`src/rtl/ov7670_capture_pkg.sv`:
```
`default_nettype none
// ============================================================================
// Module      : ov7670_capture_pkg
// Description : Shared frame geometry defaults and capture FSM state encoding.
// Revision    : 1.0 - initial release
// ============================================================================
package ov7670_capture_pkg;

   localparam int H_PIXELS     = 640;
   localparam int V_LINES      = 480;
   localparam int FRAME_PIXELS = H_PIXELS * V_LINES;
   localparam int ADDR_W       = 19;

   localparam int STATE_W = 2;
   localparam logic [STATE_W-1:0] ST_IDLE        = 2'd0;
   localparam logic [STATE_W-1:0] ST_WAIT_VS_LOW = 2'd1;
   localparam logic [STATE_W-1:0] ST_CAPTURE     = 2'd2;

endpackage
`default_nettype wire

```
`src/rtl/ov7670_capture.sv`:
```
`default_nettype none
// ============================================================================
// Module      : ov7670_capture
// Description : OV7670 RGB444 byte-pair capture into a linear frame buffer.
// Revision    : 1.0 - initial release
// ============================================================================
module ov7670_capture #(
   parameter int H_PIXELS = ov7670_capture_pkg::H_PIXELS,
   parameter int V_LINES  = ov7670_capture_pkg::V_LINES,
   parameter int ADDR_W   = ov7670_capture_pkg::ADDR_W
) (
   input  logic              pclk,
   input  logic              rst,
   input  logic              vsync,
   input  logic              href,
   input  logic [7:0]        d,
   output logic [ADDR_W-1:0] addr,
   output logic [11:0]       dout,
   output logic              we,
   output logic              frame_done,
   output logic [9:0]        line_count,
   output logic              err_line
);
   import ov7670_capture_pkg::*;

   localparam int c_FRAME_PIX = H_PIXELS * V_LINES;
   localparam int c_PIX_W     = $clog2(H_PIXELS + 2);
   localparam logic [ADDR_W-1:0]  c_LAST_ADDR = ADDR_W'(c_FRAME_PIX - 1);
   localparam logic [c_PIX_W-1:0] c_PIX_H     = c_PIX_W'(H_PIXELS);
   localparam logic [c_PIX_W-1:0] c_PIX_SAT   = c_PIX_W'(H_PIXELS + 1);

   logic               r_vs;
   logic               r_hr;
   logic [7:0]         r_d;
   logic               r_vs_prev;
   logic               r_hr_prev;
   logic [STATE_W-1:0] r_state;
   logic [STATE_W-1:0] w_next;
   logic               r_phase;
   logic [3:0]         r_red;
   logic [c_PIX_W-1:0] r_pix_cnt;
   logic               r_full;

   logic w_vs_rise;
   logic w_capture;
   logic w_clear;
   logic w_frame_end;
   logic w_pix_ev;
   logic w_line_end;

   assign w_vs_rise = r_vs & ~r_vs_prev;

   always_ff @(posedge pclk or posedge rst) begin
      if (rst) begin
         r_state <= ST_IDLE;
      end else begin
         r_state <= w_next;
      end
   end

   // IDLE only leaves on vsync high so a frame already in flight is skipped
   always_comb begin
      w_next = r_state;
      case (r_state)
         ST_IDLE:        if (r_vs)      w_next = ST_WAIT_VS_LOW;
         ST_WAIT_VS_LOW: if (!r_vs)     w_next = ST_CAPTURE;
         ST_CAPTURE:     if (w_vs_rise) w_next = ST_WAIT_VS_LOW;
         default:                       w_next = ST_IDLE;
      endcase
   end

   always_comb begin
      w_capture   = 1'b0;
      w_clear     = 1'b0;
      w_frame_end = 1'b0;
      w_pix_ev    = 1'b0;
      w_line_end  = 1'b0;
      case (r_state)
         ST_WAIT_VS_LOW: w_clear = 1'b1;
         ST_CAPTURE: begin
            w_capture   = 1'b1;
            w_frame_end = w_vs_rise;
            w_pix_ev    = ~w_vs_rise & r_hr & r_phase;
            w_line_end  = ~w_vs_rise & r_hr_prev & ~r_hr;
         end
         default: ;
      endcase
   end

   always_ff @(posedge pclk or posedge rst) begin
      if (rst) begin
         r_vs       <= 1'b0;
         r_hr       <= 1'b0;
         r_d        <= 8'd0;
         r_vs_prev  <= 1'b0;
         r_hr_prev  <= 1'b0;
         r_phase    <= 1'b0;
         r_red      <= 4'd0;
         r_pix_cnt  <= '0;
         r_full     <= 1'b0;
         addr       <= '0;
         dout       <= 12'd0;
         we         <= 1'b0;
         frame_done <= 1'b0;
         line_count <= 10'd0;
         err_line   <= 1'b0;
      end else begin
         r_vs       <= vsync;
         r_hr       <= href;
         r_d        <= d;
         r_vs_prev  <= r_vs;
         r_hr_prev  <= r_hr;
         frame_done <= w_frame_end;
         we         <= 1'b0;

         if (w_clear) begin
            addr       <= '0;
            line_count <= 10'd0;
            err_line   <= 1'b0;
            r_pix_cnt  <= '0;
            r_phase    <= 1'b0;
            r_full     <= 1'b0;
         end else begin
            r_phase <= w_capture & r_hr & ~r_phase;

            if (w_capture && r_hr && !r_phase) begin
               r_red <= r_d[3:0];
            end

            if (w_pix_ev) begin
               if (r_pix_cnt != c_PIX_SAT) begin
                  r_pix_cnt <= r_pix_cnt + 1'b1;
               end
               if (r_full) begin
                  err_line <= 1'b1;
               end else begin
                  we   <= 1'b1;
                  dout <= {r_red, r_d[7:4], r_d[3:0]};
               end
            end

            // Address advances after each write; the last frame slot pins it
            if (we) begin
               if (addr == c_LAST_ADDR) begin
                  r_full <= 1'b1;
               end else begin
                  addr <= addr + 1'b1;
               end
            end

            if (w_line_end) begin
               if (line_count != 10'd1023) begin
                  line_count <= line_count + 10'd1;
               end
               if (r_pix_cnt != c_PIX_H) begin
                  err_line <= 1'b1;
               end
               r_pix_cnt <= '0;
            end
         end
      end
   end

endmodule
`default_nettype wire

```
`config.mk`:
```
export PLATFORM = sky130hd
export DESIGN_NAME = ov7670_capture
export DESIGN_NICKNAME = d
export VERILOG_FILES = /design/src/rtl/ov7670_capture_pkg.sv /design/src/rtl/ov7670_capture.sv
export SDC_FILE = /design/constraint.sdc
export NUM_CORES = 1
export LEC_CHECK = 0
export ABC_AREA = 1
export BUFFER_PORTS_ARGS = -buffer_cell sky130_fd_sc_hd__buf_2
export CAP_MARGIN = 20
export CELL_PAD_IN_SITES_DETAIL_PLACEMENT = 1
export CELL_PAD_IN_SITES_GLOBAL_PLACEMENT = 1
export CORE_ASPECT_RATIO = 0.6
export CORE_MARGIN = 4
export CORE_UTILIZATION = 26
export CTS_BUF_LIST = sky130_fd_sc_hd__clkbuf_8 sky130_fd_sc_hd__clkbuf_16
export DETAILED_ROUTE_END_ITERATION = 8
export GPL_TIMING_DRIVEN = 0
export PLACE_DENSITY_LB_ADDON = 0.08
export SLEW_MARGIN = 10
export SYNTH_ARGS = -nofsm -noshare
export SYNTH_HDL_FRONTEND = slang
export SYNTH_SLANG_ARGS = --single-unit
```
`constraint.sdc`:
```
create_clock -name pclk -period 3 [get_ports pclk]
set_clock_uncertainty 0.15 [all_clocks]
set_input_delay 0.6 -clock pclk [delete_from_list [all_inputs] [get_ports pclk]]
set_output_delay 0.6 -clock pclk [all_outputs]
set_load 0.05 [all_outputs]
```
==> flow_summary.yaml <==
status:
  outcome: "finished clean"
placement:
  count_of_port_buffers_added_during_placement: 55
  post-place-cells: 721
  place_ws_ps: 811
  hpwl_mm: 8.21
  routabilityCongestion: 0.808
logic_synthesis:
  simple_logic_cell_fraction_of_the_synthesized_area: 0.332
  post_synth_xor_area_fraction: 0.0263
  syn_nets: 490
  synth_seq_cells: 74
  synth_compound_area_frac: 0.0602
  synth_top_family_by_area: "simple AND/OR/NAND/NOR gates"
  post_synth_mux_area_share: 0
  synthesis.area_per_instance_um2: 7.74
  ys_flop_type: "sky130_fd_sc_hd__dfrtp_1"
  synth_area_mm2: 0.00366
  synthArstFlopShare: 1.00
  synthesized_area_fraction_occupied_by_adder_cells: 0.0171
  post_synth_edffs: 0
  yosys_warnings: 0
  netlist-cell-type-count: 28
  synth-seq-area-share: 0.506
  synth_cells: 473
cts:
  worstSkewPairLatency_ps: 330
  numClockSinks: 74
  cts_repair_resize_count: 0
  cts_tree: "built"
  cts_bufs_inserted: 9
  clock_path_buffers: 2
  root_buffer: "sky130_fd_sc_hd__clkbuf_16"
  h-tree-depth: 3
  post_cts_buffers: 0
  cts.clk_slew.worst_paths_ps: 60
  holdBufCountCts: 0
drt:
  antenna_left: 0
  avgViaCountPerCell: 4.40
  detail_route.first_pass.iterations: 4
  routed-via-count: 3242
  first_iter_violations: 128
  wirelength_mm: 10.6
  detail_route.drc_violations: 0
  routed_wire_length_per_instance_um: 14.4
timing:
  report.final.setup_viol: 0
  worst_slew_margin_rel: 0.641
  fin_tns_setup_ps: 0
  slew_violations: 0
  timing_hold_violations_final: 0
  grt_setup_unrepaired: "false"
  post-route-worst-setup-slack_ps: 842
  clock.fmax_mhz: 463
  worst_margin_pin_slew_ps: 538
  min_period_ps: 2160
  finalCritPeriodShare: 0.719
floorplan:
  die_h_um: 99.9
  rows: 33
  floorplan.initialDensity: 0.267
  design.die.area_mm2: 0.0161
  core_mm2: 0.0137
  die_w_um: 161
  io-pin-count: 56
pwr:
  ir_drop_mv: 0.234
  internal_power_mw: 1.80
  power.static_leakage_nw: 2.28
  power_per_cell_area_mw_per_mm2: 592
  post-layout-total-power_mw: 2.65
  p_switching_mw: 0.854
  combinational_share_of_power: 0.197
  power_switching_share: 0.322
  clock_power_share: 0.374
  sequentialPowerShare: 0.429
final_layout:
  finish.cell_count_without_fillers: 736
  synthToLayoutAreaGrowth_pct: 22.4
  layout_cell_share_with_drive_strength_beyond_1: 0.164
  utilization: 0.327
  fillerInstances: 1702
  antenna-diode-count: 0
  num-nets-final: 557
global_routing:
  track_usage: 0.139
  first_global_vias: 3288
  total_congestion_overflow_after_global_routing: 0
  largest_net_degree_at_the_start_of_global_routing: 50
  grt_pass1_wl_mm: 17.6
  grt_antenna_before_repair: 0
setup_path:
  worstPathMaxFanout: 10
  worstPathArrival_ps: 2270
  worst-setup-path-type: "reg2reg"
  setup.worst_path.end_class: "flop"
  cp-start-kind: "flop"
  crit_required_ps: 3120
flow_run:
  maxcap_violations: 0
worst_hold_path:
  hold_path_class: "in2async"
## cell usage after synthesis (2+ instances only)
cell type                  count  share of area
sky130_fd_sc_hd__nand3_1      31          0.042
sky130_fd_sc_hd__clkbuf_1      2         0.0021
sky130_fd_sc_hd__dfrtp_1      74           0.51
sky130_fd_sc_hd__or2_2         2         0.0034
sky130_fd_sc_hd__nor2_1       65          0.067
sky130_fd_sc_hd__nand2_1     165           0.17
sky130_fd_sc_hd__ha_1          5          0.017
sky130_fd_sc_hd__nand2_2       3         0.0051
sky130_fd_sc_hd__nor2_2        3         0.0051
sky130_fd_sc_hd__o22ai_1       2         0.0034
sky130_fd_sc_hd__nand4_1      13          0.022
sky130_fd_sc_hd__o21ai_0      28          0.038
sky130_fd_sc_hd__nor3_1        3         0.0041
sky130_fd_sc_hd__nand3b_1      2         0.0041
sky130_fd_sc_hd__inv_2         2         0.0021
sky130_fd_sc_hd__xor2_1       11          0.026
sky130_fd_sc_hd__inv_1        42          0.043
sky130_fd_sc_hd__a21oi_1       7         0.0096
sky130_fd_sc_hd__buf_2         4         0.0055
## layout make-up
class	instances	area (um^2)	share of cell area
buffer	8	46.3	0.0103
multi-input combinational	346	1590	0.356
tap	192	240	0.0536
sequential	74	1850	0.414
clock inverter	4	20.0	0.00447
timing repair buffer	56	303	0.0676
inverter	45	171	0.0383
clock buffer	11	253	0.0564
## flip-flops by register name (all words and copies together) (netlist names)
register    count
we              1
addr           19
r_pix_cnt      10
frame_done      1
r_hr            1
r_full          1
line_count     10
r_hr_prev       1
r_phase         1
r_vs            1
r_vs_prev       1
r_red           4
r_d             8
r_state         2
err_line        1
dout           12
## power groups by stage
stage / sequential (mW) / combinational, mW / clock [mW]
2_1_floorplan: 1.31 / 0.209 / 0
3_3_place_gp: 1.16 / 0.523 / 0
3_5_place_dp: 1.16 / 0.537 / 0
4_1_cts: 1.14 / 0.538 / 1.03
5_1_grt: 1.15 / 0.581 / 1.07
6_report: 1.14 / 0.522 / 0.992
## cell families (layout without fill, tap and decap cells)
group / count (synthesis) / count (layout)
and+or+nand+nor: 290 / 290
xor gates and xnor gates: 11 / 11
DFF: 74 / 74
AOI/OAI and AO/OA: 40 / 40
buffers and inverters: 53 / 124
adders and majority gates: 5 / 5
## critical path, stage by stage (launching register included)
cell,delay (ps)
sky130_fd_sc_hd__dfrtp_1,460
sky130_fd_sc_hd__ha_1,240
sky130_fd_sc_hd__nand2_1,90
sky130_fd_sc_hd__nor2_2,170
sky130_fd_sc_hd__nand2_2,130
sky130_fd_sc_hd__nand3b_4,240
sky130_fd_sc_hd__a21oi_4,280
sky130_fd_sc_hd__buf_6,190
sky130_fd_sc_hd__nand2_1,60
sky130_fd_sc_hd__nand2_1,70
## final timing paths
path / slack [ps] / endpoint / cells past startpoint / start
min in group pclk: 220 / r_d[0] / 1 / d[0]
max reg2reg: 840 / addr[4] / 9 / addr[0]
max: 840 / addr[4] / 9 / addr[0]
min: 110 / r_d[2] / 2 / rst
min reg2reg: 260 / r_vs_prev / 0 / r_vs
max in group asynchronous: 2020 / line_count[1] / 3 / rst
## per-stage QoR
step                      area (um^2)  hold slack (ps)
after floorplan                  3660              224
after global placement           4180              248
after detailed placement         4210              253
after CTS                        4480              114
after global routing             4480              127
final                            4480              109
## routing by layer
metal,GRT usage,part of all wire,vias to the layer above
met5,0,0,-
met3,0.0357,0.040,10
li1,-,-,1627
met1,0.217,0.56,1556
met2,0.189,0.39,49
met4,0.0321,0.0091,0
## cells in the final DEF, fill, tap and decap left out, types with 2 or more instances in the layout
master	n
sky130_fd_sc_hd__nand2_2	3
sky130_fd_sc_hd__xor2_1	11
sky130_fd_sc_hd__o21ai_0	28
sky130_fd_sc_hd__nor3_1	3
sky130_fd_sc_hd__buf_2	59
sky130_fd_sc_hd__nand2_1	165
sky130_fd_sc_hd__o22ai_1	2
sky130_fd_sc_hd__dfrtp_1	74
sky130_fd_sc_hd__nand4_1	13
sky130_fd_sc_hd__a21oi_1	7
sky130_fd_sc_hd__nor2_2	3
sky130_fd_sc_hd__clkbuf_8	2
sky130_fd_sc_hd__clkbuf_1	2
sky130_fd_sc_hd__inv_1	43
sky130_fd_sc_hd__or2_2	2
sky130_fd_sc_hd__nor2_1	65
sky130_fd_sc_hd__clkbuf_16	9
sky130_fd_sc_hd__nand3_1	31
sky130_fd_sc_hd__nand3b_1	2
sky130_fd_sc_hd__ha_1	5
sky130_fd_sc_hd__inv_2	2
(Power assumes the default switching activity.)
